## config.mk

```make
export PLATFORM = sky130hd
export DESIGN_NAME = snes_pad_reader
export DESIGN_NICKNAME = d
export VERILOG_FILES = /design/src/rtl/snes_pad_reader_pkg.sv /design/src/rtl/snes_pad_reader_sync2.sv /design/src/rtl/snes_pad_reader.sv
export SDC_FILE = /design/constraint.sdc
export NUM_CORES = 1
export LEC_CHECK = 0
export CAP_MARGIN = 10
export CORE_MARGIN = 2
export CORE_UTILIZATION = 63
export CTS_BUF_LIST = sky130_fd_sc_hd__clkbuf_4
export CTS_CLUSTER_DIAMETER = 200
export CTS_CLUSTER_SIZE = 10
export DETAILED_ROUTE_END_ITERATION = 12
export GPL_TIMING_DRIVEN = 0
export HOLD_SLACK_MARGIN = 0.12
export PLACE_DENSITY_LB_ADDON = 0.25
export SYNTH_ARGS = -nofsm -noshare
export SYNTH_HDL_FRONTEND = slang
export SYNTH_SLANG_ARGS = --single-unit
```

## constraint.sdc

```tcl
create_clock -name clk -period 3.8 [get_ports clk]
set_input_delay 0.76 -clock clk [delete_from_list [all_inputs] [get_ports clk]]
set_output_delay 0.76 -clock clk [all_outputs]
set_load 0.01 [all_outputs]
```

## src/rtl/snes_pad_reader_pkg.sv

```systemverilog
// -----------------------------------------------------------------------------
// snes_pad_reader_pkg
// Shared definitions for the SNES controller reader: the poll FSM state
// encoding, the serial bit positions of the buttons used by the game, and
// counter widths.
// -----------------------------------------------------------------------------
package snes_pad_reader_pkg;

  // Poll sequencer states.
  typedef enum logic [2:0] {
    ST_IDLE  = 3'd0,
    ST_LATCH = 3'd1,
    ST_HIGH  = 3'd2,
    ST_LOW   = 3'd3,
    ST_DONE  = 3'd4
  } state_t;

  // Position of each button in the 16-bit serial word (bit 0 shifts out first).
  localparam int unsigned SNES_SELECT = 2;
  localparam int unsigned SNES_START  = 3;
  localparam int unsigned SNES_UP     = 4;
  localparam int unsigned SNES_DOWN   = 5;
  localparam int unsigned SNES_LEFT   = 6;
  localparam int unsigned SNES_RIGHT  = 7;

  localparam int unsigned CNT_W    = 10;
  localparam int unsigned IDX_W    = 4;
  localparam int unsigned NUM_BITS = 16;

endpackage

```

## src/rtl/snes_pad_reader_sync2.sv

```systemverilog
// -----------------------------------------------------------------------------
// sync2
// Two-flop synchronizer for a single asynchronous level input.
// Ports:
//   clk    - destination clock
//   rst_n  - asynchronous active-low reset, clears both flops
//   i_d    - asynchronous input
//   o_q    - synchronized output (two clk cycles of latency)
// -----------------------------------------------------------------------------
module sync2 (
  input  logic clk,
  input  logic rst_n,
  input  logic i_d,
  output logic o_q
);

  logic r_meta;
  logic r_sync;

  always_ff @(posedge clk or negedge rst_n) begin
    if (!rst_n) begin
      r_meta <= 1'b0;
      r_sync <= 1'b0;
    end else begin
      r_meta <= i_d;
      r_sync <= r_meta;
    end
  end

  assign o_q = r_sync;

endmodule

```

## src/rtl/snes_pad_reader.sv

```systemverilog
// -----------------------------------------------------------------------------
// snes_pad_reader
// Polls an SNES controller once per video frame and presents held button
// levels for the game.
//
// Parameters:
//   CLK_DIV      - pad-clock phase length in clk cycles (legal 4..1023)
// Ports:
//   clk          - system clock
//   rst_n        - asynchronous active-low reset
//   i_frame      - frame strobe (vsync); a poll starts on its rising edge
//   i_pad_data   - serial pad data, asynchronous, 0 = pressed
//   o_pad_latch  - pad latch, active high
//   o_pad_clk    - pad shift clock, idles high
//   o_up/o_down/o_left/o_right - direction levels, 1 = pressed
//   o_pause      - Start button level
//   o_restart    - Select button level
//   o_present    - a controller answered the last completed poll
//   o_valid      - one-cycle pulse while the outputs take new values
//   o_dbg_state  - current poll FSM state
//
// Handshake: o_valid is a single-cycle strobe with no ready; it is high only
// in the DONE cycle, and every result output carries its new value in that
// same cycle and holds it until the next DONE.
// -----------------------------------------------------------------------------
module snes_pad_reader #(
  parameter int unsigned CLK_DIV = 150
) (
  input  logic       clk,
  input  logic       rst_n,
  input  logic       i_frame,
  input  logic       i_pad_data,
  output logic       o_pad_latch,
  output logic       o_pad_clk,
  output logic       o_up,
  output logic       o_down,
  output logic       o_left,
  output logic       o_right,
  output logic       o_pause,
  output logic       o_restart,
  output logic       o_present,
  output logic       o_valid,
  output logic [2:0] o_dbg_state
);

  import snes_pad_reader_pkg::*;

  localparam logic [CNT_W-1:0] PHASE_LAST = CNT_W'(CLK_DIV - 1);

  state_t               r_state;
  state_t               w_state_nxt;
  logic [CNT_W-1:0]     r_cnt;
  logic                 r_half;
  logic [IDX_W-1:0]     r_idx;
  logic [NUM_BITS-1:0]  r_raw;
  logic                 r_frame;
  logic                 r_armed;

  logic r_up, r_down, r_left, r_right, r_pause, r_restart, r_present, r_valid;

  logic                w_pad_sync;
  logic                w_phase_end;
  logic                w_frame_rise;
  logic                w_sample;
  logic                w_to_done;
  logic                w_pad_latch;
  logic                w_pad_clk;
  logic [NUM_BITS-1:0] w_raw_final;
  logic                w_present;

  sync2 u_pad_sync (
    .clk   (clk),
    .rst_n (rst_n),
    .i_d   (i_pad_data),
    .o_q   (w_pad_sync)
  );

  assign w_phase_end = (r_cnt == PHASE_LAST);
  // r_armed stays low after reset until i_frame has been seen low, so a strobe
  // that was already high when reset released cannot start a poll.
  assign w_frame_rise = i_frame & ~r_frame & r_armed;

  // Next state and pad pin levels.
  always_comb begin
    w_state_nxt = r_state;
    w_pad_latch = 1'b0;
    w_pad_clk   = 1'b1;
    w_sample    = 1'b0;
    case (r_state)
      ST_IDLE: begin
        if (w_frame_rise) w_state_nxt = ST_LATCH;
      end
      ST_LATCH: begin
        w_pad_latch = 1'b1;
        // Latch is two phases long; r_half marks the second one.
        if (w_phase_end && r_half) w_state_nxt = ST_HIGH;
      end
      ST_HIGH: begin
        if (w_phase_end) begin
          w_sample    = 1'b1;
          w_state_nxt = (r_idx == IDX_W'(NUM_BITS - 1)) ? ST_DONE : ST_LOW;
        end
      end
      ST_LOW: begin
        w_pad_clk = 1'b0;
        if (w_phase_end) w_state_nxt = ST_HIGH;
      end
      ST_DONE: begin
        w_state_nxt = ST_IDLE;
      end
      default: begin
        w_state_nxt = ST_IDLE;
      end
    endcase
  end

  assign w_to_done = (r_state == ST_HIGH) && (w_state_nxt == ST_DONE);

  // The last bit is being sampled in the same cycle the results are loaded,
  // so bit 15 comes straight from the synchronizer.
  assign w_raw_final = {w_pad_sync, r_raw[NUM_BITS-2:0]};
  assign w_present   = &w_raw_final[NUM_BITS-1:NUM_BITS-4];

  // State register.
  always_ff @(posedge clk or negedge rst_n) begin
    if (!rst_n) r_state <= ST_IDLE;
    else        r_state <= w_state_nxt;
  end

  // Phase counter, bit index, raw shift capture and frame edge tracking.
  always_ff @(posedge clk or negedge rst_n) begin
    if (!rst_n) begin
      r_cnt   <= '0;
      r_half  <= 1'b0;
      r_idx   <= '0;
      r_raw   <= '0;
      r_frame <= 1'b0;
      r_armed <= 1'b0;
    end else begin
      r_frame <= i_frame;
      if (!i_frame) r_armed <= 1'b1;

      if (w_state_nxt != r_state || r_state == ST_IDLE || r_state == ST_DONE) begin
        r_cnt  <= '0;
        r_half <= 1'b0;
      end else if (w_phase_end) begin
        r_cnt  <= '0;
        r_half <= 1'b1;
      end else begin
        r_cnt <= r_cnt + CNT_W'(1);
      end

      if (r_state == ST_IDLE)                     r_idx <= '0;
      else if (r_state == ST_LOW && w_phase_end)  r_idx <= r_idx + IDX_W'(1);

      if (w_sample) r_raw[r_idx] <= w_pad_sync;
    end
  end

  // Result registers: all load together on entry to DONE.
  always_ff @(posedge clk or negedge rst_n) begin
    if (!rst_n) begin
      r_up      <= 1'b0;
      r_down    <= 1'b0;
      r_left    <= 1'b0;
      r_right   <= 1'b0;
      r_pause   <= 1'b0;
      r_restart <= 1'b0;
      r_present <= 1'b0;
      r_valid   <= 1'b0;
    end else begin
      r_valid <= w_to_done;
      if (w_to_done) begin
        // An absent pad reads all zeros, which would look like every button
        // held; gating with presence reports nothing pressed instead.
        r_present <= w_present;
        r_up      <= w_present & ~w_raw_final[SNES_UP];
        r_down    <= w_present & ~w_raw_final[SNES_DOWN];
        r_left    <= w_present & ~w_raw_final[SNES_LEFT];
        r_right   <= w_present & ~w_raw_final[SNES_RIGHT];
        r_pause   <= w_present & ~w_raw_final[SNES_START];
        r_restart <= w_present & ~w_raw_final[SNES_SELECT];
      end
    end
  end

  assign o_pad_latch = w_pad_latch;
  assign o_pad_clk   = w_pad_clk;
  assign o_up        = r_up;
  assign o_down      = r_down;
  assign o_left      = r_left;
  assign o_right     = r_right;
  assign o_pause     = r_pause;
  assign o_restart   = r_restart;
  assign o_present   = r_present;
  assign o_valid     = r_valid;
  assign o_dbg_state = r_state;

endmodule

```

# [Yosys cells after proc, flatten, opt, wreduce, memory -nomap -nowiden]
# Index checks and enable logic that the tools add are counted.
[totals] regBits=46 out_inout_bits=13 wordCells=73
[classes] add_sub_neg=2 n_lt_le_gt_ge=2 n_eq_ne=8 n_mux=19 bitwise=15 n_reduce_logical=10
[ops] op="two-way mux 10 bit" n=2
[ops] op="bitwise mux 16 bit" n=1
[ops] op="two-way mux 3 bit" n=5
[ops] op="case mux 3 bit (4 select lines)" n=1
[ops] op="adder 10 x 1 -> 10 bit (second input constant)" n=1
[ops] op="== test 10 x 8 -> 1 bit (second input constant)" n=1
[ops] op="bitwise AND 1 bit" n=8
[ops] op="two-way mux 4 bit" n=2
[ops] op="two-way mux 1 bit" n=7
[ops] op="NOT 1 bit" n=7
[ops] op="== test 3 x 2 -> 1 bit (second input constant)" n=2
[ops] op="== test 3 bit (second input constant)" n=2
[ops] op="< comparator 4 x 5 -> 1 bit (second input constant)" n=1
[ops] op="adder 4 x 1 -> 4 bit (second input constant)" n=1
[ops] op="demux 1 bit (select 4 bit)" n=1
[ops] op="== test 4 bit (second input constant)" n=1
[ops] op=">= comparator 4 x 1 -> 1 bit (second input constant)" n=1
[ops] op="logical AND 1 bit" n=4
[ops] op="AND reduction 4 bit" n=1
[ops] op="nonzero test 2 bit" n=2
[ops] op="== test 3 x 1 -> 1 bit (second input constant)" n=1
[ops] op="logical NOT 3 bit" n=1
[ops] op="inequality test 3 bit" n=1
[ops] op="logical OR 1 bit" n=2

# [Logic depth before layout (Yosys ltp)]
# Gate-level depths: netlist (run 1).
[logic_depth] depth_word=9 depth_mapped=7 mapped_depth_nobuf=6

# [Cells and area by module]
# A second synthesis (run 1) with hierarchy kept.
[hier_totals] hier_cells=158 area_unflattened_um2=1824.2
[by_module_without_submodules] mod="snes_pad_reader" n_inst=1 cells_per_inst=156 area_each_um2=1774.2 seq_area_each_um2=925.9
[by_module_without_submodules] mod="sync2" n_inst=1 cells_per_inst=2 area_each_um2=50.0 seq_area_each_um2=50.0

# [Least setup slack after synthesis (run 1)]
# OpenSTA, ideal clock, no wires.
[synth_timing] path_type="flip-flop to flip-flop" from="register r_cnt[6]" to="register r_raw[12]" setup_ns=0.125 arrival_ns=1.824 required_ns=3.675 setup_slack_ns=1.851 path_stages_with_launch=5 n_path_buf=0 synth_period_minus_slack_ns=1.949 path_cell_list="dfrtp_1 > or4b_4 > nor4_4 > nand4_1 > mux2_2"
[synth_between] elab_chain_len=3
[synth_rtl] item="from (decl)" line="snes_pad_reader.sv:52" text="logic [CNT_W-1:0] r_cnt;"
[synth_rtl] item="from (signal assigned)" line="snes_pad_reader.sv:150" text="r_cnt <= r_cnt + CNT_W'(1);"
[synth_rtl] item="== test 10 x 8 -> 1 bit" line="snes_pad_reader.sv:78" text="assign w_phase_end = (r_cnt == PHASE_LAST);"
[synth_rtl] item="two-way mux 1 bit" line="snes_pad_reader.sv:99" text="if (w_phase_end) begin"
[synth_rtl] item="two-way mux 1 bit" line="snes_pad_reader.sv:89" text="case (r_state)"
[synth_rtl] item="to (signal, indexed assignment)" line="snes_pad_reader.sv:156" text="if (w_sample) r_raw[r_idx] <= w_pad_sync;"
[synth_rtl] item="to (decl)" line="snes_pad_reader.sv:55" text="logic [NUM_BITS-1:0] r_raw;"
# Every way passes these cells.
# A chain may end at the register's enable or synchronous reset.

# [Final worst setup path (run 1)]
[layout_timing] from="register r_state[0] (netlist: o_dbg_state[0])" to="output o_pad_latch"
[layout_between] elab_chain_len=2
[layout_rtl] item="from (decl)" line="snes_pad_reader.sv:50" text="state_t r_state;"
[layout_rtl] item="from (signal assigned)" line="snes_pad_reader.sv:127" text="else r_state <= w_state_nxt;"
[layout_rtl] item="== test 3 x 1 -> 1 bit" line="snes_pad_reader.sv:89"
[layout_rtl] item="two-way mux 1 bit" line="snes_pad_reader.sv:89"
[layout_rtl] item="to (decl)" line="snes_pad_reader.sv:33" text="output logic o_pad_latch,"
# Every way passes these cells.

==> impl_metrics.yaml, run 1 <==
outcome:
  outcome: "completed"
placed_design:
  post-dp-hpwl_mm: 2.492
  routabilityCongestion: 0.8362
  dp_slack_ns: 1.570
  portBuffers: 16
timing:
  slew_headroom_pct: 45.92
  rsz0062_at_grt: "false"
  finalSetupViolCount: 0
  fin_crit_sh_pct: 68.57
  setup_tns_ns: 0
  setup_ws_ns: 1.194
  fin_crit_ns: 2.606
  drv_slew: 0
  whs_ns: 0.3760
  max_freq_ghz: 0.3838
  fin_skew_ns: 0.01237
  worst_pin_slew_ns: 0.8112
  hold_violations: 0
hold_path:
  holdPathEnd: "u_pad_sync.o_q"
  min_from: "u_pad_sync.r_meta"
  hold_path_class: "flip-flop to flip-flop"
  min_path_cells: 0
layout:
  layout_commonest_cell: "dfrtp_1"
  finalNetCount: 198
  drive_above_1_share_pct: 11.11
  mostFrequentLayoutCells: "dfrtp_1, nor2_1, clkdlybuf4s50_1, nand3_1, nand4_1"
  diodes: 0
  fin_util_pct: 75.00
  area.growth.synth_to_final_pct: 13.53
clock_tree:
  cts.repair.resized: 0
  h-tree-depth: 2
  hold_buffers: 0
  numCtsBuffers: 5
  clkTransAtPathRegs_ns: 0.11
  cts_tree: "built"
  post-cts-setup-buffer-count: 0
  cts.sinks: 39
  clk_latency_ns: 0.34
  cts_buffer_depth: 2
  root_buffer: "clkbuf_4"
critical_path:
  reg2reg_depth: 4
  r2r-start: "r_cnt[6]"
  worst_ep_required_time_ns: 3.04
  critPathLaunchType: "flip-flop"
  r2r_slack_ns: 1.64
  path_class: "flip-flop to primary output"
  cpMaxStageDelayCell: "clkdlybuf4s50_1"
  crit_family: "buffers and inverters"
  cp_max_fo: 10
  r2r_end: "r_raw[5]"
  end_kind: "primary output"
  cp.arrival_ns: 1.85
  slowest_delay_ns: 0.55
  crit_buf_inv: 2
  path_cells: "clkbuf_1 -> nand2b_1 -> nor2_1 -> clkdlybuf4s50_1"
route:
  drc_errors: 0
  routedWlPerCell_um: 15.47
  ant_nets: 0
  viasPerCell: 6.059
  routed_wl_mm: 3.404
  wl_met3_um: 131
  firstDrtPassIters: 4
  wl_met1_mm: 1.565
  drt_iter0_markers: 60
  highest_layer: "met4"
  vias: 1333
  route.met2.wl_mm: 1.643
logic_synthesis:
  synth_cell_type_count: 34
  avgSynthCellArea_sq_um: 11.04
  synthCells: 165
  synth_nets: 175
  ys_warn_count: 0
  ys_seq_area_share_pct: 53.57
  synth_area_sq_um: 1822
  synth-seq-cells: 39
grt:
  overflow: 0
  grt_pass1_vias: 1333
  antenna_found_initial: 0
  grt_first_pass_wirelength_mm: 6.127
  grt_max_degree: 40
  grt_usage_pct: 24.74
pwr:
  ir_worst_vdd_uv: 366.4
  p_per_area_nw_per_um2: 304.8
  total_power_mw: 0.6305
  p_leak_nw: 0.9128
flow_run:
  cap_viol_max_count: 0
floorplanning:
  die_x_um: 57.78
  core_area_sq_um: 2758
  start_util_pct: 66.06
  rows: 19
  die-area_sq_um: 3338
  die_y_um: 57.78
  io_pins: 17
## final cells by class
type	count	area, sq um
multi-input cells	112	784.5
well taps	31	38.79
flip-flops and latches	39	975.9
fillers	212	689.4
repair buffers	16	155.1
clock inverters	2	7.507
plain buffers	9	42.54
inverters	5	18.77
clock buffers	6	45.04
## routing by layer
layer,vias to the layer above,GRT usage (%)
met4,0,11.63
li1,642,-
met1,651,32.13
met3,7,8.259
met2,33,37.66
met5,-,0
## logic make-up after synthesis
group | count (synthesis) | synth area share (%)
DFF | 39 | 53.57
xor gates and xnor gates | 9 | 4.327
muxes | 10 | 6.113
adders and majority gates | 6 | 4.121
AOI/OAI and AO/OA | 20 | 6.593
and+or+nand+nor | 67 | 21.91
buffers and inverters | 14 | 3.365
## power by group
part | switching, mW | total (mW) | leakage [nW] | internal (mW)
registers | 0.000567 | 0.417 | 0.513 | 0.416
logic | 0.00911 | 0.0117 | 0.369 | 0.00257
clock network | 0.126 | 0.202 | 0.0307 | 0.0757
## per-stage QoR
step / instances / area, sq um
finish: 220 / 2068
global route: 220 / 2068
CTS: 220 / 2068
detailed placement: 212 / 2016
global placement: 212 / 2021
floorplan: 165 / 1822
## flip-flops by register name (all words and copies together) (netlist names), 3 cells and up
signal       cells
r_cnt           10
o_dbg_state      3
r_idx            4
r_raw            9
## Yosys cell counts
| cell type | instances | share of area, % |
|---|---|---|
| xnor2_1 | 2 | 0.96 |
| o31ai_1 | 7 | 2.9 |
| nand2b_1 | 3 | 1.0 |
| xor2_1 | 7 | 3.4 |
| or3_1 | 3 | 1.0 |
| a211oi_1 | 1 | 0.41 |
| ha_1 | 6 | 4.1 |
| nor2_1 | 15 | 3.1 |
| mux2_2 | 9 | 5.6 |
| or4b_4 | 1 | 0.76 |
| o21ai_0 | 9 | 2.5 |
| buf_6 | 1 | 0.62 |
| nor2b_1 | 2 | 0.69 |
| or4_1 | 1 | 0.41 |
| and3_1 | 2 | 0.69 |
| nor4_4 | 1 | 1.2 |
| or3b_1 | 1 | 0.48 |
| dfrtp_1 | 39 | 54 |
| and4b_1 | 1 | 0.55 |
| nand4b_1 | 3 | 1.4 |
| buf_1 | 1 | 0.21 |
| and4_1 | 1 | 0.48 |
| nor4_1 | 2 | 0.69 |
| inv_1 | 5 | 1.0 |
| nand3b_1 | 2 | 0.82 |
| a21oi_1 | 3 | 0.82 |
| nand2_1 | 4 | 0.82 |
| nand2b_2 | 1 | 0.48 |
| mux2i_1 | 1 | 0.55 |
| nand3_1 | 10 | 2.7 |
| buf_2 | 1 | 0.27 |
| nor3_1 | 4 | 1.1 |
| nand4_1 | 10 | 3.4 |
| clkbuf_1 | 6 | 1.2 |
## how the worst max path moves through the flow
stage / startpoint / to / slack [ns] / cells after the start
3_3_place_gp: rst_n / r_cnt[7] / 1.19 / 1
3_5_place_dp: o_dbg_state[0] / o_pad_latch / 1.57 / 4
6_report: o_dbg_state[0] / o_pad_latch / 1.19 / 4
2_1_floorplan: r_cnt[6] / r_raw[12] / 1.85 / 4
4_1_cts: o_dbg_state[2] / o_pad_clk / 1.18 / 3
5_1_grt: o_dbg_state[0] / o_pad_latch / 1.03 / 4
Note: power is estimated with default switching activity, not from simulation.
==> run 2, diff against run 1 <==
--- a/config.mk
+++ b/config.mk
@@ -7,7 +7,7 @@
 export LEC_CHECK = 0
 export CAP_MARGIN = 10
 export CORE_MARGIN = 2
-export CORE_UTILIZATION = 63
+export CORE_UTILIZATION = 53
 export CTS_BUF_LIST = sky130_fd_sc_hd__clkbuf_4
 export CTS_CLUSTER_DIAMETER = 200
 export CTS_CLUSTER_SIZE = 10
==> constraint.sdc (replaced) <==
create_clock -name clk -period 2.1 [get_ports clk]
set_input_delay 0.42 -clock clk [delete_from_list [all_inputs] [get_ports clk]]
set_output_delay 0.42 -clock clk [all_outputs]
set_load 0.01 [all_outputs]
==> impl_metrics.yaml, run 2 (same netlist as run 1, synthesis figures left out) <==
floorplanning:
  die-area_sq_um: 3923
  core_area_sq_um: 3311
  die_x_um: 62.63
  die_y_um: 62.63
  io_pins: 17
  rows: 21
  start_util_pct: 55.03
critical_path:
  cp_max_fo: 9
  cp.arrival_ns: 2.29
  path_class: "flip-flop to flip-flop"
  cpMaxStageDelayCell: "or4b_4"
  critPathLaunchType: "flip-flop"
  r2r_slack_ns: 0.05
  worst_ep_required_time_ns: 2.34
  slowest_delay_ns: 0.58
  crit_path_frequent_cell: "buf_6"
  reg2reg_depth: 6
  r2r-start: "r_cnt[6]"
  path_cells: "or4b_4 -> nor4_4 -> buf_6 -> nand2b_2 -> buf_6 -> o31ai_2"
  r2r_end: "o_restart"
  end_kind: "flip-flop"
layout:
  area.growth.synth_to_final_pct: 19.02
  reg_top3: "r_cnt x10, r_raw x9, r_idx x4"
  finalNetCount: 203
  drive_above_1_share_pct: 19.79
  largest_register_ffs: 10
  finalInstanceArea_sq_um: 2168
  top_register: "r_cnt"
  mostFrequentLayoutCells: "dfrtp_1, nor2_1, clkdlybuf4s50_1, nand3_1, nand4_1"
  n_fill_cell: 277
  diodes: 0
  regArea_sq_um: 977.2
  layout_commonest_cell: "dfrtp_1"
  multi_input_area_sq_um: 823.3
timing:
  max_freq_ghz: 0.4882
  rsz0062_at_grt: "true"
  drv_slew: 0
  hold_violations: 0
  fin_skew_ns: 0.002631
  worst_pin_slew_ns: 0.8400
  fin_crit_ns: 2.048
  finalSetupViolCount: 0
  slew_headroom_pct: 44.00
  fin_crit_sh_pct: 97.54
route:
  drt_iter0_markers: 86
  routedWlPerCell_um: 14.50
  viasPerCell: 5.714
  vias: 1360
  routed_wl_mm: 3.452
  drc_errors: 0
  ant_nets: 0
  firstDrtPassIters: 4
clock_tree:
  clk_latency_ns: 0.34
  cts_buffer_depth: 2
  root_buffer: "clkbuf_4"
  cts_tree: "built"
  hold_buffers: 0
  cts.sinks: 39
  h-tree-depth: 2
  clkTransAtPathRegs_ns: 0.10
  numCtsBuffers: 5
pwr:
  p_per_area_nw_per_um2: 517.3
  ir_worst_vdd_uv: 368.7
  p_leak_nw: 0.9525
  total_power_mw: 1.122
grt:
  grt_usage_pct: 19.49
  grt_pass1_vias: 1301
  antenna_found_initial: 0
  grt_max_degree: 40
  grt_first_pass_wirelength_mm: 5.920
  overflow: 0
hold_path:
  hold_path_class: "input port to async pin"
placed_design:
  dpl-instance-area_sq_um: 2034
  portBuffers: 16
  routabilityCongestion: 0.8167
  post-dp-hpwl_mm: 2.374
outcome:
  outcome: "completed"
flow_run:
  cap_viol_max_count: 0
-- run 2: worst max path at each step --
stage	from	end	depth (start not counted)
6_report	r_cnt[6]	o_restart	6
3_3_place_gp	rst_n	r_cnt[0]	1
4_1_cts	o_dbg_state[0]	o_pad_clk	3
5_1_grt	r_cnt[6]	o_restart	6
2_1_floorplan	r_cnt[6]	r_raw[14]	4
3_5_place_dp	r_cnt[6]	r_cnt[4]	5
-- run 2: report_power, final --
group / internal [mW] / switching (mW) / total [mW]
Sequential: 0.753 / 0.000870 / 0.754
Combinational: 0.00466 / 0.0168 / 0.0214
Clock: 0.132 / 0.214 / 0.346
Total: 0.890 / 0.232 / 1.12
-- run 2: timing repair --
action | in CTS | in global routing
setup endpoints to repair | 22 | 10
pin swaps | 1 | 2
buffers inserted | 1 | 3
gates cloned | 0 | 1
hold endpoints to repair | 0 | 0
resized for setup | 7 | 10
-- run 2: layer usage --
metal,vias up,wire length [um],global-route usage [%]
met4,0,67,8.333
li1,639,-,-
met2,36,1665,29.97
met1,677,1559,25.42
met5,-,0,0
met3,8,160,6.306
-- run 2: layout make-up --
class | instances | area share (%)
clock buffers | 6 | 2.077
repair buffers | 21 | 9.117
plain buffers | 9 | 2.250
inverters | 5 | 0.8656
multi-input cells | 112 | 37.97
flip-flops and latches | 39 | 45.07
well taps | 46 | 2.654
-- run 2: worst max-delay path: cells and delay by family (launching register included) --
kind / cells / cell delay, ns
and+or+nand+nor: 3 / 0.98
DFF: 1 / 0.45
buffers and inverters: 2 / 0.31
AOI/OAI and AO/OA: 1 / 0.22
-- run 2: per-stage QoR --
step                      setup slack (ns)  TNS [ns]  util, %  cells  hold WS (ns)
after floorplan                     0.1511         0        -    165        0.1244
after global placement             -0.2048    -8.031    61.60    227        0.3363
after detailed placement          -0.04404   -0.4663    61.45    227        0.3466
after CTS                         0.003732         0    63.45    234        0.1952
after global routing              -0.02197  -0.05974    65.50    238        0.2104
final                              0.05168         0    65.50    238        0.1755
==> run 3, diff against run 2 <==
--- a/config.mk
+++ b/config.mk
@@ -7,8 +7,8 @@
 export LEC_CHECK = 0
 export CAP_MARGIN = 10
 export CORE_MARGIN = 2
-export CORE_UTILIZATION = 53
-export CTS_BUF_LIST = sky130_fd_sc_hd__clkbuf_4
+export CORE_UTILIZATION = 50
+export CTS_BUF_LIST = sky130_fd_sc_hd__clkbuf_8 sky130_fd_sc_hd__clkbuf_16
 export CTS_CLUSTER_DIAMETER = 200
 export CTS_CLUSTER_SIZE = 10
 export DETAILED_ROUTE_END_ITERATION = 12
@@ -17,4 +17,5 @@
 export PLACE_DENSITY_LB_ADDON = 0.25
 export SYNTH_ARGS = -nofsm -noshare
 export SYNTH_HDL_FRONTEND = slang
+export SYNTH_HIERARCHICAL = 1
 export SYNTH_SLANG_ARGS = --single-unit
==> impl_metrics.yaml, run 3 <==
floorplanning:
  die_y_um: 64.40
  rows: 21
  die-area_sq_um: 4147
  core_area_sq_um: 3416
  die_x_um: 64.40
  io_pins: 17
  start_util_pct: 53.41
clock_tree:
  post-cts-setup-buffer-count: 0
  clkTransAtPathRegs_ns: 0.07
  cts_tree: "built"
  cts.repair.resized: 1
  cts.sinks: 39
  root_buffer: "clkbuf_8"
  clk_latency_ns: 0.29
  hold_buffers: 0
  h-tree-depth: 2
  numCtsBuffers: 5
  cts_buffer_depth: 2
logic_synthesis:
  synth_top_family_by_area: "simple AND/OR/NAND/NOR gates"
  ys_dominant_reg_cell: "dfrtp_1"
  synth_cell_type_count: 41
  yosysTopAreaCell: "dfrtp_1"
  ys_top_cells_by_count: "dfrtp_1, nor2_1, nand3_1, mux2_1, inv_1"
  synth_xor_area_share_pct: 3.841
  synth_simple_gate_area_share_pct: 19.82
  synth_top_area_share_pct: 53.50
  synth-seq-cells: 39
  synth_nets: 168
  synth_compound_area_share_pct: 9.053
  ys_seq_area_share_pct: 53.50
  synthAdderAreaFrac_pct: 4.115
  avgSynthCellArea_sq_um: 11.55
  synth-edff-count: 0
  async_reset_ff_share_pct: 100.0
  ys_warn_count: 6
  synth_mux_area_share_pct: 6.104
  synthCells: 158
  synth.most_common_cell: "dfrtp_1"
  synth_area_sq_um: 1824
  synth_area_leaders: "dfrtp_1, mux2_1, ha_1"
route:
  routed_wl_mm: 3.299
  ant_nets: 0
  viasPerCell: 5.611
  drc_errors: 0
  vias: 1268
  drt_iter0_markers: 63
  routedWlPerCell_um: 14.60
  firstDrtPassIters: 4
critical_path:
  worst_ep_required_time_ns: 1.68
  crit_family: "buffers and inverters"
  r2r_slack_ns: 0.26
  cp.arrival_ns: 1.54
  cpMaxStageDelayCell: "clkdlybuf4s50_1"
  end_kind: "primary output"
  r2r-start: "r_cnt[6]"
  r2r_end: "r_raw[12]"
  slowest_delay_ns: 0.54
  cp_max_fo: 9
  crit_buf_inv: 1
  reg2reg_depth: 5
  path_class: "flip-flop to primary output"
  critPathLaunchType: "flip-flop"
  path_cells: "nand3b_1 -> clkdlybuf4s50_1"
pwr:
  seqPwrFrac_pct: 61.4
  switching_share_pct: 20.68
  clkPwrFrac_pct: 36.9
  pwr-share-comb_pct: 1.7
  p_int_mw: 0.9748
  total_power_mw: 1.229
  p_per_area_nw_per_um2: 578.8
  p_sw_mw: 0.2541
  p_leak_nw: 1.007
  ir_worst_vdd_uv: 342.0
grt:
  antenna_found_initial: 0
  grt_max_degree: 40
  grt_usage_pct: 18.94
  overflow: 0
  grt_pass1_vias: 1280
  grt_first_pass_wirelength_mm: 5.851
layout:
  finalNetCount: 191
  finalInstanceArea_sq_um: 2123
  top_register: "r_cnt"
  layout_commonest_cell: "dfrtp_1"
  drive_above_1_share_pct: 11.11
  largest_register_ffs: 10
  fin_cells: 226
  reg_top3: "r_cnt x10, r_raw x9, r_idx x4"
  mostFrequentLayoutCells: "dfrtp_1, nor2_1, clkdlybuf4s50_1, nand3_1, mux2_1"
  area.growth.synth_to_final_pct: 16.39
  diodes: 0
outcome:
  outcome: "completed"
timing:
  finalSetupViolCount: 0
  slew_headroom_pct: 44.35
  fin_skew_ns: 0.008016
  hold_violations: 0
  max_freq_ghz: 0.5095
  drv_slew: 0
  worst_pin_slew_ns: 0.8347
  setup_tns_ns: 0
  fin_crit_sh_pct: 93.46
  fin_crit_ns: 1.963
  rsz0062_at_grt: "false"
placed_design:
  routabilityCongestion: 0.8836
  dp_cells: 220
  dpl-instance-area_sq_um: 2037
  post-dp-hpwl_mm: 2.367
  portBuffers: 16
hold_path:
  hold_path_class: "input port to async pin"
flow_run:
  cap_viol_max_count: 0
==> run 3: per-stage QoR <==
| step | util, % | setup slack, ns | hold WS, ns |
|---|---|---|---|
| final | 62.16 | 0.1374 | 0.2267 |
| after CTS | 61.90 | 0.05390 | 0.2537 |
| after detailed placement | 59.63 | 0.2793 | 0.3465 |
| after floorplan | - | 0.4041 | 0.1244 |
| after global routing | 62.16 | 0.06262 | 0.3200 |
| after global placement | 59.78 | -0.2615 | 0.3353 |
==> run 3: cell families (layout without fill, tap and decap cells) <==
logic type / count (synthesis) / after routing
buffers and inverters: 14 / 36
xor gates and xnor gates: 8 / 8
muxes: 10 / 10
adders and majority gates: 6 / 6
DFF: 39 / 39
and+or+nand+nor: 60 / 60
AOI/OAI and AO/OA: 21 / 21
==> run 3: power groups by stage <==
stage | sequential, mW | clock, mW | combinational (mW)
4_1_cts | 0.755 | 0.471 | 0.0229
3_5_place_dp | 0.769 | 0 | 0.0229
2_1_floorplan | 0.769 | 0 | 0.00199
3_3_place_gp | 0.769 | 0 | 0.0231
6_report | 0.755 | 0.453 | 0.0213
5_1_grt | 0.754 | 0.499 | 0.0261
==> run 3: metal layers <==
| layer | routed length (um) | track usage, % |
|---|---|---|
| met5 | 0 | 0 |
| met3 | 100 | 4.225 |
| met1 | 1454 | 23.34 |
| met4 | 82 | 10.37 |
| met2 | 1662 | 30.86 |
==> run 3: worst max path at each step <==
stage / from / endpoint / slack (ns) / cells past startpoint
floorplan: r_cnt[0] / r_half / 0.40 / 6
global placement: rst_n / r_cnt[6] / -0.26 / 1
detailed placement: o_dbg_state[0] / o_pad_latch / 0.28 / 3
CTS: o_dbg_state[0] / o_pad_latch / 0.05 / 3
global route: o_dbg_state[2] / o_pad_clk / 0.06 / 2
finish: o_dbg_state[2] / o_pad_clk / 0.14 / 2
==> run 3: area by class of cell <==
cell class,count,area (sq um)
sequential,39,975.9
buffer,7,38.79
multi-input combinational,105,794.5
timing repair buffer,16,157.7
tap,46,57.56
clock buffer,5,68.82
inverter,7,26.28
clock inverter,1,3.754
fill,283,1292
==> RTL edit 1, RTL diff (flow settings as in run 2) <==
Register the inputs `i_frame` and `i_pad_data` before use, cleared by the reset. The logic sees them one clock later.
--- a/src/rtl/snes_pad_reader.sv
+++ b/src/rtl/snes_pad_reader.sv
@@ -47,6 +47,19 @@
 
   localparam logic [CNT_W-1:0] PHASE_LAST = CNT_W'(CLK_DIV - 1);
 
+  logic i_frame_q;
+  logic i_pad_data_q;
+
+  always_ff @(posedge clk or negedge rst_n) begin
+    if (!rst_n) begin
+      i_frame_q    <= '0;
+      i_pad_data_q <= '0;
+    end else begin
+      i_frame_q    <= i_frame;
+      i_pad_data_q <= i_pad_data;
+    end
+  end
+
   state_t               r_state;
   state_t               w_state_nxt;
   logic [CNT_W-1:0]     r_cnt;
@@ -71,14 +84,14 @@
   sync2 u_pad_sync (
     .clk   (clk),
     .rst_n (rst_n),
-    .i_d   (i_pad_data),
+    .i_d   (i_pad_data_q),
     .o_q   (w_pad_sync)
   );
 
   assign w_phase_end = (r_cnt == PHASE_LAST);
   // r_armed stays low after reset until i_frame has been seen low, so a strobe
   // that was already high when reset released cannot start a poll.
-  assign w_frame_rise = i_frame & ~r_frame & r_armed;
+  assign w_frame_rise = i_frame_q & ~r_frame & r_armed;
 
   // Next state and pad pin levels.
   always_comb begin
@@ -137,8 +150,8 @@
       r_frame <= 1'b0;
       r_armed <= 1'b0;
     end else begin
-      r_frame <= i_frame;
-      if (!i_frame) r_armed <= 1'b1;
+      r_frame <= i_frame_q;
+      if (!i_frame_q) r_armed <= 1'b1;
 
       if (w_state_nxt != r_state || r_state == ST_IDLE || r_state == ST_DONE) begin
         r_cnt  <= '0;
Formal check against the unedited RTL: not equivalent (Yosys sat finds a counterexample within 4 cycles, from zero or initial values and one cycle with rst_n low).
==> RTL edit 1 against run 2 <==
- the run now ends with negative setup slack left
- sequential cell count increased by 2
- global-route usage is 0.51 points higher
- routed wire length rose by 7.2%
- clock skew grew 0.0018 ns
- maximum frequency decreased by 13%
- area after synthesis up 3.3%
- critical path depth grew 1
- cell area increased by 8.2%
- non-clock buffer count is 3 higher
- setup slack worse by 0.31 ns
- count of clock-buffer cells in the layout stayed put
- critical path type unchanged
- critical endpoint is now r_raw[3]$_DFFE_PN0P_
Power is not compared: it rests on default switching activity, and its combinational part moved more than twofold at a synthesized area within 25%.
==> RTL edit 1: results (changes against run 2) <==
- CP max-delay cell: or4_4
- Setup TNS: -1.82 ns (-1.82 ns)
- Share of cells above drive strength 1: 22.1% (+2.3 points)
- Delay of the slowest critical-path stage: 0.46 ns (-0.12 ns)
- ClkCell Share: 3.57% (+1.5 points)
- Final setup fails: 11 (+11)
- Reg clk slew, reported paths: 0.12 ns (+0.02 ns)
- Final setup margin: -0.255 ns (-0.307 ns)
- Reg-to-reg critical path startpoint: r_cnt[1]$_DFF_PN0_
- Buffering overhead: 11.9% (+0.53 points)
- Multi-input logic area: 881 um^2 (+7.0%)
- Most frequent cells after synthesis: dfrtp_1 (41), nand2_1 (24), nor2_1 (14)
- Worst slew pin tran: 0.875 ns (+0.0352 ns)
- All-Layer GR Usage: 20.0% (+0.51 points)
- Sequential cell area share: 43.7% (-1.3 points)
- Initial drt markers: 65 (-24%)
- XOR/XNOR share of the synthesized area: 3.72% (-0.60 points)
- Die width: 63.6 um (+1.5%)
- Violated checks: negative setup slack
- Non-clock buffer count: 33 (+10%)
- Cells taking the most area after synthesis: dfrtp_1 (55%), nand2_1 (4.8%), ha_1 (4.0%)
- Top-area cell type share of the netlist area: 54.5% (+0.95 points)
- Status: finished with violations
- First-pass GRT wire length: 6.31 mm (+6.5%)
- Latest clock arrival within the worst-skew pair: 0.36 ns (+0.02 ns)
- Multi-In Gates: 121 (+8.0%)
- Cells on worst reg2reg path: 7 (+1)
- Starting density of the core: 56.0% (+0.93 points)
RTL edit 1: cell count changes after synthesis, sizes merged, moves of 3 or more:
cell | before | now
or3 | 3 | 0
a22o | 0 | 3
and3 | 2 | 5
xnor2 | 2 | 5
nand3 | 10 | 13
nand2 | 4 | 24
nor3b | 0 | 3
nor3 | 4 | 0
nand2b | 4 | 1
o31ai | 7 | 0
nand4 | 10 | 0
xor2 | 7 | 3
RTL edit 1: how the worst max path moves through the flow:
stage / startpoint / to / slack (ns) / cells past startpoint
final: r_cnt[1]$_DFF_PN0_ / r_raw[3]$_DFFE_PN0P_ / -0.26 / 7
after global routing: r_cnt[1]$_DFF_PN0_ / r_raw[3]$_DFFE_PN0P_ / -0.31 / 7
after CTS: r_cnt[1]$_DFF_PN0_ / r_raw[3]$_DFFE_PN0P_ / -0.25 / 7
after detailed placement: r_cnt[1]$_DFF_PN0_ / r_raw[3]$_DFFE_PN0P_ / -0.28 / 7
after global placement: rst_n / r_cnt[6]$_DFF_PN0_ / -0.34 / 1
after floorplan: r_cnt[1]$_DFF_PN0_ / r_raw[7]$_DFFE_PN0P_ / -0.14 / 7
RTL edit 1: repair_timing:
item	CTS	global route
setup buffers	4	7
pin swaps	5	11
setup endpoints to repair	23	27
resized for setup	11	29
RTL edit 1: routing by layer:
layer / share of wire, % / vias up / global-route usage [%]
met5: 0 / - / 0
met4: 1.6 / 0 / 8.42
met3: 4.1 / 6 / 5.54
met2: 51 / 37 / 33.4
met1: 43 / 691 / 24.2
li1: - / 671 / -
RTL edit 1: cells by family (layout without fill, tap and decap cells):
logic type,after synthesis,in the layout
DFF,41,41
xor gates and xnor gates,8,8
muxes,11,11
AOI/OAI and AO/OA,22,22
buffers and inverters,12,46
and+or+nand+nor,74,74
adders and majority gates,6,6
==> RTL edit 2, RTL diff (config.mk and constraints of run 2) <==
Made on the original files. `CNT_W`: 10 -> 20.
--- a/src/rtl/snes_pad_reader_pkg.sv
+++ b/src/rtl/snes_pad_reader_pkg.sv
@@ -23,7 +23,7 @@
   localparam int unsigned SNES_LEFT   = 6;
   localparam int unsigned SNES_RIGHT  = 7;
 
-  localparam int unsigned CNT_W    = 10;
+  localparam int unsigned CNT_W    = 20;
   localparam int unsigned IDX_W    = 4;
   localparam int unsigned NUM_BITS = 16;
 
Check against the original RTL: no difference found for any inputs over 10 cycles, from zero or initial values and one cycle with rst_n low; that may be too few to reach the edited logic, so the function may still have changed.
==> RTL edit 2 against run 2 <==
- area after synthesis increased by 41%
- global-route usage increased by 1.7 points
- sequential cell count increased by 10
- cell area increased by 45%
- routed wire length increased by 56%
- count of clock-buffer cells in the layout decreased by 1
- combinational power increased by 47%
- clock power increased by 24%
- first-iteration DRC count increased by 53%
- setup slack improved by 0.00059 ns
- total power increased by 26%
- die area increased by 38%
- critical path type unchanged
- largest cell class is now multi-input combinational cells
==> RTL edit 2: results (changes against run 2) <==
- Status: complete, no violations
- All-Layer GR Usage: 21.2% (+1.7 points)
- Met2 WL: 2.65 mm (+59%)
- Share of cells above drive strength 1: 28.8% (+9.0 points)
- Delay of the slowest critical-path stage: 0.47 ns (-0.11 ns)
- Sw power: 326 uW (+40%)
- Fillers: 357 (+29%)
- Area after DPL: 2810 um^2 (+38%)
- Initial drt markers: 132 (+53%)
- Number of global-route vias before repair: 1,931 (+48%)
- GPL Wtd Cong: 0.818 (+0.17%)
- Hold Crit Class: flip-flop to flip-flop
- Post-synth net total: 262 (+50%)
- Ys flop type: dfrtp_1
- Arr. time, crit path: 2.31 ns (+0.02 ns)
- Placed wire-length estimate: 3.50 mm (+47%)
- Routed length on met3: 270 um (+69%)
- CP max-delay cell: dfrtp_2
- Pin count of the biggest net entering global routing: 29 (-28%)
- WL met1: 2.36 mm (+51%)
- Final nets: 301 (+48%)
- GR Util met2: 33.1% (+3.2 points)
- VDD IR-drop max: 0.335 mV (-9.2%)
- First-pass GRT wire length: 8.92 mm (+51%)
- Netlist cell types: 43 (+26%)
- Grt met1 use: 29.1% (+3.7 points)
- TritonRoute pass-1 iters: 4 (unchanged)
- Sequential share of the synthesized area: 47.8% (-5.7 points)
- Cells taking the most area after synthesis: dfrtp_1 (48%), mux2_2 (4.0%), nor2_1 (3.7%)
- Met3 usage: 4.66% (-1.6 points)
- Crit-path max FO: 10 (+1)
- Hold Buf Count CTS: 1 (+1)
- Via count: 2,083 (+53%)
- Setup Fix Bufs, Post-CTS: 7 (+6)
- Yosys warns: 0 (unchanged)
- Worst slack, placed: -0.209 ns (-0.165 ns)
- Latest clock arrival within the worst-skew pair: 0.36 ns (+0.02 ns)
- Leak Pwr: 1.30 nW (+37%)
- Worst slew pin tran: 0.516 ns (-0.324 ns)
- Reg clk slew, reported paths: 0.14 ns (+0.04 ns)
- Drt total wl: 5.38 mm (+56%)
- Largest regs: r_cnt x20, r_raw x9, r_idx x4
- Post-CTS Resized: 14 (+7)
- Most frequent cells after synthesis: dfrtp_1 (49), nor2_1 (25), o21ai_0 (16)
- Worst Skew: 0.0136 ns (+0.0110 ns)
RTL edit 2: changes by cell type after synthesis, moves of 5 or more:
| cell | change |
|---|---|
| a21oi_1 | +5 |
| dfrtp_1 | +10 |
| mux2_4 | +6 |
| nand2_1 | +9 |
| nand2b_1 | +6 |
| nand4_1 | -7 |
| nor2_1 | +10 |
| nor4_1 | +12 |
| o21ai_0 | +7 |
| or3_1 | +6 |
| xnor2_1 | +6 |
| xor2_1 | -5 |
RTL edit 2: final timing paths:
check | from | to | slack, ns | cells after the start
worst max-delay path | r_cnt[6]$_DFF_PN0_ | r_raw[6]$_DFFE_PN0P_ | 0.05 | 5
worst min-delay path | u_pad_sync.r_meta$_DFF_PN0_ | u_pad_sync.o_q$_DFF_PN0_ | 0.38 | 0
worst max register to register | r_cnt[6]$_DFF_PN0_ | r_raw[6]$_DFFE_PN0P_ | 0.05 | 5
worst min register to register | u_pad_sync.r_meta$_DFF_PN0_ | u_pad_sync.o_q$_DFF_PN0_ | 0.38 | 0
max in group asynchronous | rst_n | r_cnt[17]$_DFF_PN0_ | 1.02 | 3
min in group asynchronous | rst_n | o_valid$_DFF_PN0_ | 0.54 | 2
RTL edit 2: stage by stage:
| step | hold slack [ns] | instances | util, % | total power, mW |
|---|---|---|---|---|
| 2_1_floorplan | 0.124 | 252 | - | 0.967 |
| 3_3_place_gp | 0.333 | 322 | 59.5 | 0.992 |
| 3_5_place_dp | 0.340 | 323 | 59.8 | 0.997 |
| 4_1_cts | 0.375 | 339 | 63.5 | 1.43 |
| 5_1_grt | 0.380 | 346 | 67.2 | 1.47 |
| 6_report | 0.377 | 346 | 67.2 | 1.41 |
RTL edit 2: cells by family (layout without fill, tap and decap cells):
group	count (synthesis)	count (layout)	share of synthesized area, %
adders and majority gates	6	6	2.93
xor gates and xnor gates	10	10	3.42
DFF	49	49	47.8
muxes	15	15	7.47
buffers and inverters	22	62	3.42
AOI/OAI and AO/OA	38	38	9.13
and+or+nand+nor	112	112	25.8
RTL edit 2: final cells by class:
class | count | area share (%)
multi-input cells | 181 | 43.8
flip-flops and latches | 49 | 39.3
repair buffers | 34 | 9.85
plain buffers | 12 | 2.22
well taps | 54 | 2.14
clock buffers | 5 | 1.19
inverters | 8 | 0.953
clock inverters | 3 | 0.556
RTL edit 2: worst register-to-register path, stage by stage (launching register included):
cell	delay [ns]
dfrtp_2	0.47
nor4b_4	0.33
nand4b_4	0.24
buf_6	0.23
nor4_2	0.33
mux2_2	0.37
RTL edit 2: power groups by stage:
stage | clock (mW) | combinational (mW) | sequential, mW
after CTS | 0.445 | 0.0332 | 0.947
after detailed placement | 0 | 0.0318 | 0.965
after global routing | 0.483 | 0.0372 | 0.948
after floorplan | 0 | 0.00233 | 0.965
final | 0.430 | 0.0314 | 0.947
after global placement | 0 | 0.0274 | 0.965
